===== src/rtl/ifetch_unit.sv =====
// Instruction fetch unit: one outstanding memory request feeding a 2-entry {inst, pc} FIFO, with redirect flush.
// Define IFU_BYPASS_EN to forward acked data straight to the decode outputs while the FIFO is empty.
module ifetch_unit #(
    parameter logic [31:0] RESET_PC = 32'h0000_0000
) (
    input  logic        clk,
    input  logic        rst,
    output logic        imem_req,
    output logic [31:0] imem_addr,
    input  logic        imem_ack,
    input  logic [31:0] imem_rdata,
    input  logic        redirect,
    input  logic [31:0] redirect_pc,
    output logic        inst_valid,
    input  logic        inst_ready,
    output logic [31:0] inst,
    output logic [31:0] inst_pc,
    output logic [4:0]  opcode
);

    typedef enum logic [1:0] {
        IDLE  = 2'd0,
        REQ   = 2'd1,
        FLUSH = 2'd2
    } state_t;

    state_t      state;
    logic [31:0] fetch_pc;
    logic [31:0] pend_pc;
    logic [31:0] word_q [2];
    logic [31:0] pc_q   [2];
    logic [1:0]  count;

    logic [31:0] target_pc;
    logic        fifo_pop;
    logic        push;
    logic        bypass_hit;
    logic        bypass_take;
    logic [1:0]  next_count;

    assign target_pc = redirect_pc & ~32'd3;
    assign fifo_pop  = (count != 2'd0) && inst_ready;

`ifdef IFU_BYPASS_EN
    assign bypass_hit = (state == REQ) && imem_ack && !redirect && (count == 2'd0);
`else
    assign bypass_hit = 1'b0;
`endif

    // A bypassed word consumed by decode in the same cycle never enters the FIFO.
    assign bypass_take = bypass_hit && inst_ready;
    assign push        = (state == REQ) && imem_ack && !redirect && !bypass_take;

    always_comb begin
        next_count = count;
        if (push && !fifo_pop) begin
            next_count = count + 2'd1;
        end else if (!push && fifo_pop) begin
            next_count = count - 2'd1;
        end
    end

    assign imem_req   = (state != IDLE);
    assign imem_addr  = fetch_pc;
    assign inst_valid = (count != 2'd0) || bypass_hit;
    assign inst       = bypass_hit ? imem_rdata : word_q[0];
    assign inst_pc    = bypass_hit ? fetch_pc : pc_q[0];
    assign opcode     = inst[6:2];

    // FIFO storage: slot 0 is always the head.
    always_ff @(posedge clk) begin
        if (!rst) begin
            count     <= 2'd0;
            word_q[0] <= 32'd0;
            word_q[1] <= 32'd0;
            pc_q[0]   <= 32'd0;
            pc_q[1]   <= 32'd0;
        end else if (redirect) begin
            count <= 2'd0;
        end else begin
            if (fifo_pop && push) begin
                if (count == 2'd1) begin
                    word_q[0] <= imem_rdata;
                    pc_q[0]   <= fetch_pc;
                end else begin
                    word_q[0] <= word_q[1];
                    pc_q[0]   <= pc_q[1];
                    word_q[1] <= imem_rdata;
                    pc_q[1]   <= fetch_pc;
                end
            end else if (fifo_pop) begin
                word_q[0] <= word_q[1];
                pc_q[0]   <= pc_q[1];
            end else if (push) begin
                if (count == 2'd0) begin
                    word_q[0] <= imem_rdata;
                    pc_q[0]   <= fetch_pc;
                end else begin
                    word_q[1] <= imem_rdata;
                    pc_q[1]   <= fetch_pc;
                end
            end
            count <= next_count;
        end
    end

    // Request FSM; in FLUSH, fetch_pc keeps the stale address until its ack and pend_pc holds the restart target.
    always_ff @(posedge clk) begin
        if (!rst) begin
            state    <= IDLE;
            fetch_pc <= RESET_PC;
            pend_pc  <= RESET_PC;
        end else begin
            case (state)
                IDLE: begin
                    if (redirect) begin
                        fetch_pc <= target_pc;
                        state    <= REQ;
                    end else if (next_count < 2'd2) begin
                        state <= REQ;
                    end
                end
                REQ: begin
                    if (redirect) begin
                        if (imem_ack) begin
                            fetch_pc <= target_pc;
                        end else begin
                            pend_pc <= target_pc;
                            state   <= FLUSH;
                        end
                    end else if (imem_ack) begin
                        fetch_pc <= fetch_pc + 32'd4;
                        state    <= (next_count < 2'd2) ? REQ : IDLE;
                    end
                end
                FLUSH: begin
                    if (redirect) begin
                        if (imem_ack) begin
                            fetch_pc <= target_pc;
                            state    <= REQ;
                        end else begin
                            pend_pc <= target_pc;
                        end
                    end else if (imem_ack) begin
                        fetch_pc <= pend_pc;
                        state    <= REQ;
                    end
                end
                default: state <= IDLE;
            endcase
        end
    end

endmodule


===== config.mk =====
export PLATFORM = sky130hd
export DESIGN_NAME = ifetch_unit
export DESIGN_NICKNAME = d
export VERILOG_FILES = /design/src/rtl/ifetch_unit.sv
export SDC_FILE = /design/constraint.sdc
export NUM_CORES = 1
export LEC_CHECK = 0
export ABC_AREA = 1
export CAP_MARGIN = 20
export CORE_MARGIN = 3
export CORE_UTILIZATION = 45
export DETAILED_ROUTE_END_ITERATION = 8
export DONT_BUFFER_PORTS = 1
export GPL_TIMING_DRIVEN = 0
export PLACE_DENSITY = 0.64
export REMOVE_ABC_BUFFERS = 1
export SYNTH_ARGS = -nofsm -noshare
export SYNTH_HDL_FRONTEND = slang
export SYNTH_SLANG_ARGS = --single-unit

===== constraint.sdc =====
create_clock -name clk -period 9.51 [get_ports clk]
set_input_delay 1.4265 -clock clk [delete_from_list [all_inputs] [get_ports clk]]
set_output_delay 1.4265 -clock clk [all_outputs]
set_load 0.01 [all_outputs]

==> flow_summary_export.csv, run 1 <==
group,metric,value,unit
detailed_routing,post-route-drc-count,0,
cts,cts_setup_buffers,0,
logic_synthesis,netlist_instances,1507,
setup_path,path_cells,"inv_2, nand2_4, nor2_4, ha_1, nor2_2, nand3_4, nand2_1, inv_2, nand2_4, buf_16, nor2_4, buf_12, nor2_1",
setup_path,max_stage_delay,0.67,ns
global_route,grt_max_degree,79,
setup_path,reg2reg_slack,4.33,ns
timing,hold_viol_final,0,
floorplanning,core,25400,um^2
global_route,grt_pass1_vias,8775,
timing,relSlewSlack,0.3467,
cts,clockBufferDepth,2,
detailed_routing,via_count,9348,
cts,cts_hold_buf,0,
timing,setup_viol,0,
setup_path,critical_path.max_fanout,78,
floorplanning,die_h,167.4,um
setup_path,worst_r2r_startpoint,"state[1]$_SDFFE_PN0P_",
timing,worstMarginPinSlew,0.9800,ns
floorplanning,initial_core_util,0.4616,
timing,fmax,185.5,MHz
floorplanning,ios,172,
cells_and_area,antenna_cells,0,
power_and_ir_drop,net-switching-power,0.0006504,W
setup_path,cp_slowest_cell,"nor2_4",
cts,path_clk_slew,0.07,ns
place,globalplace.congestion,0.9476,
global_route,antenna_found_initial,0,
detailed_routing,first_pass_iters,5,
min_path,min_path_cells,2,
power_and_ir_drop,power.internal,0.001486,W
global_route,grt_usage,0.2066,
min_path,min_to,"pend_pc[16]$_SDFFE_PN0P_",
timing,final.setup.tns,0,ns
detailed_routing,wire_per_inst,17.00,um
place,dp_cells,1688,
power_and_ir_drop,clockPowerShare,0.346,
timing,finalMaxSlewViolations,0,
setup_path,r2r.worst_path.cells,14,
cells_and_area,nets,1459,
floorplanning,row_count,58,
setup_path,cp.arrival,5.57,ns
cells_and_area,syn2layout_area_growth,3.277,%
timing,fin_crit_sh,0.5669,
timing,rsz0062_at_grt,"false",
cells_and_area,fin_util,0.4767,
setup_path,crit_path_end_kind,"register",
min_path,hp-class,"reg -> reg",
run_status,outcome,"completed",
detailed_routing,ant_nets,0,
cells_and_area,drive_gt1_frac,0.07333,
place,portBuffers,0,
detailed_routing,drt-initial-drc-count,700,
cells_and_area,final_cells,1721,
cts,cts_tree,"yes",
power_and_ir_drop,p_leak,4.795,nW
timing,min_period,5.391,ns
logic_synthesis,synth_area_per_cell,7.780,um^2
logic_synthesis,ys_seq_area_frac,0.4406,
timing,worst_clock_skew,0.01109,ns
setup_path,crit_type,"in -> reg",
cells_and_area,nFillCells,2482,
power_and_ir_drop,peakVddDrop,0.08717,mV
min_path,holdCritStartpoint,"pend_pc[16]$_SDFFE_PN0P_",
run,cap_violations,0,
cts,cts-resized-gates,0,
floorplanning,die_x,167.4,um
floorplanning,die-area,28030,um^2
detailed_routing,routed_via_density,5.432,
cts,h-tree-depth,4,
power_and_ir_drop,power_frac_comb,0.164,
logic_synthesis,syn_area,11720,um^2
cts,clk_latency,0.43,ns
logic_synthesis,ys_types,39,
setup_path,required,9.69,ns
detailed_routing,drt_wl_total,29260,um
cts,cts-root-buf,"clkbuf_16",
power_and_ir_drop,power,0.002137,W
logic_synthesis,synth_warnings,0,
place,hpwl,19590,um
setup_path,r2r-end,"pc_q[0][33]$_DFFE_PP_",
logic_synthesis,ys_async_sr_fraction,0,
cts,cts_buffers,17,
global_route,grt_remaining_overflow,0,
power_and_ir_drop,swShare,0.3044,
power_and_ir_drop,seqPwrFrac,0.490,
logic_synthesis,ys.flop_type,"edfxtp_1",
setup_path,path_delay_family,"simple AND/OR/NAND/NOR gates",
power_and_ir_drop,power.density,176.5,nW/um^2
global_route,grt_pass1_wl,46980,um
logic_synthesis,ys_ff_latch,194,
setup_path,worst_setup_path_start_kind,"primary input",
logic_synthesis,synth_edf_count,128,
cts,cts_num_sinks,194,
setup_path,path_buf_inv,4,
-- cell usage after synthesis, drive strengths merged (2+ instances only) --
cell / instances / area share
o221ai: 17 / 0.013
a22o: 2 / 0.0015
o21ai: 169 / 0.072
nand2: 363 / 0.12
nor2: 118 / 0.041
ha: 11 / 0.012
buf: 113 / 0.066
o211ai: 64 / 0.041
clkbuf: 47 / 0.015
a31oi: 2 / 0.0011
dfxtp: 66 / 0.11
o2111ai: 8 / 0.0060
inv: 202 / 0.065
a22oi: 2 / 0.0013
edfxtp: 128 / 0.33
a21oi: 104 / 0.044
nand3: 45 / 0.020
a221oi: 2 / 0.0015
o31ai: 34 / 0.036
-- routing by layer --
layer / GRT usage / wire (um) / vias to the layer above
met5: 0 / 0 / -
met4: 0.05514 / 479 / 0
met3: 0.06256 / 2224 / 34
met2: 0.3320 / 13340 / 276
met1: 0.2732 / 13220 / 4338
li1: - / - / 4700
-- flip-flops by register name, indices dropped and copies added, names as in the netlist --
register / cells
word_q: 64
state: 2
imem_addr: 32
pend_pc: 30
pc_q: 64
count: 2
-- layout make-up --
| type | instances | area (um^2) | area share |
|---|---|---|---|
| Inverter | 203 | 763.2 | 0.06304 |
| Clock inverter | 14 | 161.4 | 0.01333 |
| Timing Repair Buffer | 13 | 290.3 | 0.02397 |
| Sequential cell | 194 | 5165 | 0.4266 |
| Clock buffer | 17 | 425.4 | 0.03513 |
| Tap cell | 330 | 412.9 | 0.03410 |
| Multi-Input combinational cell | 950 | 4890 | 0.4038 |
-- stage by stage --
stage / hold WS (ns) / area [um^2] / setup WS [ns]
CTS: 0.4475 / 12060 / 4.067
detailed placement: 0.4366 / 11470 / 3.616
global route: 0.4665 / 12110 / 3.697
finish: 0.4451 / 12110 / 4.119
floorplan: 0.4239 / 10780 / 0.8491
global placement: 0.4305 / 11190 / -2.945
-- cell usage in the layout (no fill, tap or decap), types with 5 or more instances in the layout --
master / synthesis / routed
o21ai_1: 10 / 10
nand2_1: 360 / 360
o2111ai_1: 8 / 8
o21ai_0: 159 / 158
o31ai_2: 34 / 34
nand3_1: 44 / 42
buf_12: 0 / 9
inv_1: 197 / 197
ha_1: 11 / 10
nor2_2: 7 / 7
clkbuf_16: 0 / 17
inv_2: 5 / 5
o221ai_1: 17 / 17
dfxtp_1: 66 / 66
nor2_1: 108 / 108
a21oi_1: 104 / 104
o211ai_1: 64 / 64
edfxtp_1: 128 / 128
-- power groups by stage --
stage	clock, W	sequential [W]	combinational [W]
after floorplan	0	0.00104	0.000247
after global placement	0	0.00107	0.000321
after detailed placement	0	0.00107	0.000346
after CTS	0.000759	0.00105	0.000347
after global routing	0.000796	0.00106	0.000403
final	0.000739	0.00105	0.000351
-- worst min-delay path, cell delays in order, from the launching register on --
cell and delay, ns:
dfxtp_1 0.30, inv_1 0.05, a21oi_1 0.05
-- worst max-delay path by stage --
stage	startpoint	to	slack [ns]	depth (start not counted)
2_1_floorplan	redirect	pc_q[0][32]$_DFFE_PP_	0.85	8
3_3_place_gp	redirect	word_q[0][49]$_DFFE_PP_	-2.95	8
3_5_place_dp	redirect	pc_q[0][33]$_DFFE_PP_	3.62	13
4_1_cts	redirect	pc_q[0][33]$_DFFE_PP_	4.07	13
5_1_grt	redirect	pc_q[0][42]$_DFFE_PP_	3.70	13
6_report	redirect	pc_q[0][33]$_DFFE_PP_	4.12	13
-- logic make-up (layout without fill, tap and decap cells) --
family / count (synthesis) / count (layout) / synth area share
flops: 194 / 194 / 0.4406
fa+ha+maj: 11 / 11 / 0.01174
simple gates: 531 / 531 / 0.1815
buf+inv: 363 / 247 / 0.1457
compound gates: 408 / 408 / 0.2205
No activity file was read; power rests on OpenSTA's default activity.
==> run 2: changes to the inputs <==
- PLACE_DENSITY: 0.64 -> 0.66
- clock period: 9.51 -> 4.7 ns (I/O delays scaled with it)
==> run 2 against run 1 <==
Compared with the run above: register-to-register slack worse by 3.8 ns; clock-buffer cell count up 6; final cell count about the same; non-clock buffer count shrank 1; largest cell class unchanged; largest power group unchanged; critical endpoint is now pc_q[0][54]$_DFFE_PP_; critical path depth stayed put.
==> flow_summary_export.csv, run 2 (synthesis gave the netlist of run 1 again) <==
group,metric,value,unit
setup_path,required,4.87,ns
global_route,grt_pass1_vias,8718,
cts,cts-root-buf,"clkbuf_16",
timing,relSlewSlack,0.2025,
detailed_routing,first_pass_iters,6,
power_and_ir_drop,p_leak,4.813,nW
timing,finalMaxSlewViolations,0,
power_and_ir_drop,power.internal,0.002983,W
floorplanning,die_h,167.4,um
run,cap_violations,0,
setup_path,cp.arrival,4.37,ns
cells_and_area,final_area,12110,um^2
setup_path,r2r.worst_path.cells,13,
floorplanning,die-area,28030,um^2
cts,cts_buffers,17,
place,dpl_cell_area,11490,um^2
cells_and_area,nets,1459,
global_route,antenna_found_initial,0,
detailed_routing,via_count,9364,
setup_path,worst_r2r_startpoint,"state[1]$_SDFFE_PN0P_",
cts,cts_num_sinks,194,
setup_path,r2r-end,"pc_q[0][54]$_DFFE_PP_",
power_and_ir_drop,net-switching-power,0.001325,W
detailed_routing,routed_via_density,5.438,
power_and_ir_drop,power_frac_comb,0.165,
setup_path,crit_type,"reg -> reg",
place,globalplace.congestion,0.9454,
detailed_routing,drt_wl_total,29370,um
setup_path,critical_path.max_fanout,71,
cts,cts_setup_buffers,0,
detailed_routing,drt-initial-drc-count,762,
place,portBuffers,0,
power_and_ir_drop,power.density,355.7,nW/um^2
setup_path,crit_path_end_kind,"register",
floorplanning,row_count,58,
floorplanning,ios,172,
global_route,grt_pass1_wl,47020,um
timing,min_period,4.200,ns
cells_and_area,layout_common_cells,"360 x nand2_1, 197 x inv_1, 158 x o21ai_0, 128 x edfxtp_1, 108 x nor2_1",
setup_path,reg2reg_slack,0.50,ns
timing,whs,0.4049,ns
timing,fin_crit_sh,0.8937,
cts,cts_tree,"yes",
global_route,grt_remaining_overflow,0,
run_status,outcome,"completed",
cells_and_area,syn2layout_area_growth,3.298,%
cells_and_area,drive_gt1_frac,0.07543,
power_and_ir_drop,power,0.004308,W
global_route,grt_usage,0.2054,
detailed_routing,ant_nets,0,
floorplanning,die_x,167.4,um
place,hpwl,19790,um
global_route,grt_max_degree,71,
timing,setup_viol,0,
timing,worst_clock_skew,0.01296,ns
cts,clk_latency,0.43,ns
timing,final.setup.tns,0,ns
min_path,hp-class,"in -> reg",
power_and_ir_drop,peakVddDrop,0.2251,mV
setup_path,worst_setup_path_start_kind,"register",
detailed_routing,post-route-drc-count,0,
cells_and_area,antenna_cells,0,
cts,h-tree-depth,4,
cells_and_area,fin_util,0.4768,
timing,worstMarginPinSlew,1.195,ns
power_and_ir_drop,seqPwrFrac,0.492,
cts,clockBufferDepth,2,
floorplanning,core,25400,um^2
power_and_ir_drop,swShare,0.3076,
floorplanning,initial_core_util,0.4616,
cts,path_clk_slew,0.08,ns
detailed_routing,wire_per_inst,17.06,um
cells_and_area,layout_commonest_cell,"nand2_1",
timing,fmax,238.1,MHz
power_and_ir_drop,clockPowerShare,0.343,
setup_path,cp-startpoint,"state[1]$_SDFFE_PN0P_",
timing,hold_viol_final,0,
timing,rsz0062_at_grt,"false",
cts,cts_hold_buf,0,
setup_path,worstSetupEndpoint,"pc_q[0][54]$_DFFE_PP_",
run 2: cell types whose count changed in the layout (fill, tap and decap cells not counted), moves of 2 or more:
cell,change
clkbuf_8,+2
clkinvlp_4,-2
clkinv_2,+2
bufinv_16,-3
clkinvlp_2,-2
clkbuf_16,+3
clkinv_1,-2
inv_4,+2
buf_12,-2
run 2: worst min path at each step:
stage                               end  slack [ns]                      from  cells after the start
4_1_cts        pend_pc[21]$_SDFFE_PN0P_        0.38                       rst                      2
5_1_grt        pend_pc[23]$_SDFFE_PN0P_        0.39                       rst                      2
3_5_place_dp    pend_pc[7]$_SDFFE_PN0P_        0.44   pend_pc[7]$_SDFFE_PN0P_                      2
2_1_floorplan  pend_pc[11]$_SDFFE_PN0P_        0.42  pend_pc[11]$_SDFFE_PN0P_                      2
3_3_place_gp    pend_pc[8]$_SDFFE_PN0P_        0.43   pend_pc[8]$_SDFFE_PN0P_                      2
6_report       pend_pc[21]$_SDFFE_PN0P_        0.40                       rst                      2
run 2: power groups by stage:
stage	Sequential [W]	Clock [W]	Combinational (W)
finish	0.00212	0.00148	0.000711
global route	0.00214	0.00158	0.000812
CTS	0.00212	0.00151	0.000700
detailed placement	0.00216	0	0.000697
global placement	0.00217	0	0.000644
floorplan	0.00211	0	0.000501
run 2: timing repair:
action,in CTS,in global routing
resized for setup,0,1
setup endpoints to repair,0,64
hold endpoints to repair,0,0
run 2: metal layers:
metal,up-vias,track usage,routed length [um]
li1,4713,-,-
met3,33,0.05430,2322
met1,4286,0.2754,12970
met2,332,0.3320,13570
met4,0,0.05407,511
met5,-,0,0
run 2: cell type report:
cell class / count / area [um^2]
Clock inverter: 9 / 61.31
Inverter: 203 / 763.2
Clock buffer: 23 / 531.8
Tap cell: 330 / 412.9
Timing Repair Buffer: 12 / 277.8
Multi-Input combinational cell: 951 / 4898
Fill cell: 2420 / 13290
Sequential cell: 194 / 5165
run 2: through the flow:
| step | setup slack [ns] | instances |
|---|---|---|
| 2_1_floorplan | -3.239 | 1347 |
| 3_3_place_gp | -6.824 | 1677 |
| 3_5_place_dp | 0.03153 | 1688 |
| 4_1_cts | 0.01124 | 1720 |
| 5_1_grt | 0.1559 | 1722 |
| 6_report | 0.4995 | 1722 |
run 2: worst max-delay path, stage by stage (launching register included):
cell     delay [ns]
dfxtp_1        0.34
inv_1          0.11
ha_2           0.50
nand2_4        0.17
nor2_4         0.23
ha_1           0.25
nor2_2         0.08
nand3_4        0.44
nand2_1        0.24
inv_2          0.16
nand2_4        0.40
nor2_4         0.60
buf_12         0.28
nor2_1         0.07
==> run 3: changes to the inputs <==
- CELL_PAD_IN_SITES_DETAIL_PLACEMENT: default -> 2
- CELL_PAD_IN_SITES_GLOBAL_PLACEMENT: default -> 2
- CORE_UTILIZATION: 45 -> 34
- PLACE_DENSITY: 0.66 -> 0.81
==> run 3 against run 2 <==
Compared with the run above: setup slack got worse by 0.027 ns; maximum frequency fell by 0.64%; sequential power barely moved; power rose by 3.4%; non-clock buffer count rose by 2; critical path depth did not move; critical path type unchanged; utilization fell by 11 points; sequential share of layout area fell by 0.68 points; via count rose by 5.8%; clock-buffer cell count fell by 3; routed wire length rose by 31%; worst hold slack got worse by 0.0058 ns.
==> flow_summary_export.csv, run 3 (synthesis gave the netlist of run 1 again) <==
group,metric,value,unit
setup_path,worst_setup_path_start_kind,"register",
timing,rsz0062_at_grt,"false",
cells_and_area,layout_commonest_cell,"nand2_1",
cts,cts-root-buf,"clkbuf_16",
cts,cts_buffers,17,
power_and_ir_drop,power,0.004456,W
cells_and_area,antenna_cells,0,
floorplanning,row_count,67,
global_route,grt_remaining_overflow,0,
floorplanning,die_x,191.7,um
timing,setup_viol,0,
timing,fmax,236.5,MHz
run,cap_violations,0,
detailed_routing,post-route-drc-count,0,
cts,cts_num_sinks,194,
power_and_ir_drop,swShare,0.3197,
timing,whs,0.3990,ns
setup_path,cp.arrival,4.42,ns
cts,clockBufferDepth,2,
global_route,grt_pass1_wl,60660,um
place,globalplace.congestion,0.7956,
min_path,hp-class,"in -> reg",
power_and_ir_drop,net-switching-power,0.001424,W
global_route,grt_usage,0.2106,
detailed_routing,drt_wl_total,38560,um
floorplanning,initial_core_util,0.3470,
timing,fin_crit_sh,0.8995,
power_and_ir_drop,power.internal,0.003031,W
cts,cts_hold_buf,0,
cells_and_area,nets,1460,
floorplanning,ios,172,
timing,finalMaxSlewViolations,0,
place,hpwl,26600,um
timing,worst_clock_skew,0.01356,ns
cells_and_area,syn2layout_area_growth,4.963,%
power_and_ir_drop,power_frac_comb,0.170,
timing,final.setup.tns,0,ns
timing,hold_viol_final,0,
cells_and_area,drive_gt1_frac,0.07466,
timing,min_period,4.228,ns
cts,path_clk_slew,0.08,ns
power_and_ir_drop,power.density,362.1,nW/um^2
power_and_ir_drop,p_leak,4.831,nW
timing,worstMarginPinSlew,0.9753,ns
setup_path,critical_path.max_fanout,129,
detailed_routing,via_count,9903,
detailed_routing,ant_nets,0,
timing,relSlewSlack,0.3498,
detailed_routing,first_pass_iters,5,
cts,h-tree-depth,4,
power_and_ir_drop,seqPwrFrac,0.479,
cts,cts_tree,"yes",
global_route,grt_pass1_vias,10848,
cells_and_area,layout_common_cells,"360 x nand2_1, 197 x inv_1, 158 x o21ai_0, 128 x edfxtp_1, 108 x nor2_1",
global_route,grt_max_degree,130,
run_status,outcome,"completed",
floorplanning,die_h,191.7,um
power_and_ir_drop,peakVddDrop,0.2762,mV
floorplanning,core,33780,um^2
detailed_routing,routed_via_density,5.379,
floorplanning,die-area,36750,um^2
setup_path,required,4.90,ns
detailed_routing,drt-initial-drc-count,486,
setup_path,crit_path_end_kind,"register",
global_route,antenna_found_initial,0,
setup_path,crit_type,"reg -> reg",
setup_path,r2r.worst_path.cells,13,
power_and_ir_drop,clockPowerShare,0.351,
detailed_routing,wire_per_inst,20.94,um
cts,clk_latency,0.45,ns
min_path,min_path_cells,2,
place,portBuffers,0,
[run 3: cell count changes in the layout (fill, tap and decap cells not counted), sizes merged]
| cell | change |
|---|---|
| bufinv | +3 |
| clkbuf | -3 |
| buf | +2 |
| clkinv | +1 |
| inv | -1 |
| nor2 | -1 |
[run 3: path summary, 6_finish.rpt]
path	to	start	slack, ns
worst max-delay path	pc_q[0][53]$_DFFE_PP_	state[1]$_SDFFE_PN0P_	0.47
worst min-delay path	pend_pc[26]$_SDFFE_PN0P_	rst	0.40
worst max register to register	pc_q[0][53]$_DFFE_PP_	state[1]$_SDFFE_PN0P_	0.47
worst min register to register	pend_pc[13]$_SDFFE_PN0P_	pend_pc[13]$_SDFFE_PN0P_	0.45
[run 3: final cells by class]
cell class	instances	area (um^2)
clock buffer	20	446.7
clock inverter	12	151.4
fill	3889	21480
inverter	203	763.2
multi-input combinational	950	4901
sequential	194	5165
tap	448	560.5
timing repair buffer	14	317.8
[run 3: stage by stage]
stage	utilization	instances	setup WS [ns]	instance area (um^2)
2_1_floorplan	-	1347	-3.239	10780
3_3_place_gp	0.3356	1795	-7.978	11340
3_5_place_dp	0.3465	1809	0.09762	11710
4_1_cts	0.3642	1841	0.06766	12300
5_1_grt	0.3642	1841	0.04323	12310
6_report	0.3642	1841	0.4723	12310
[run 3: critical path, cell delays in order, from the launching register on]
cell and delay, ns:
dfxtp_1 0.36, inv_1 0.12, ha_2 0.53, nand2_4 0.18
nor2_4 0.24, ha_1 0.27, nor2_2 0.09, nand3_4 0.46
nand2_1 0.25, inv_2 0.21, nand2_8 0.47, nor2_4 0.42
buf_12 0.23, nor2_1 0.07
[run 3: power groups by stage]
stage          Combinational (W)  Clock (W)  Sequential, W
2_1_floorplan           0.000501          0        0.00211
3_3_place_gp            0.000676          0        0.00218
3_5_place_dp            0.000757          0        0.00218
4_1_cts                 0.000764    0.00162        0.00214
5_1_grt                 0.000869    0.00167        0.00216
6_report                0.000757    0.00156        0.00213
[run 3: layer usage]
layer	GRT usage	routed length [um]	vias to the layer above
met5	0	0	-
met4	0.05165	452	0
met3	0.04873	2005	26
met2	0.3839	19660	171
met1	0.2490	16440	5005
li1	-	-	4701
[run 3: what timing repair did]
action / in CTS / in global routing
endpoints found under the setup margin: 0 / 73
resized for setup: 0 / 1
buffers inserted: 0 / 0
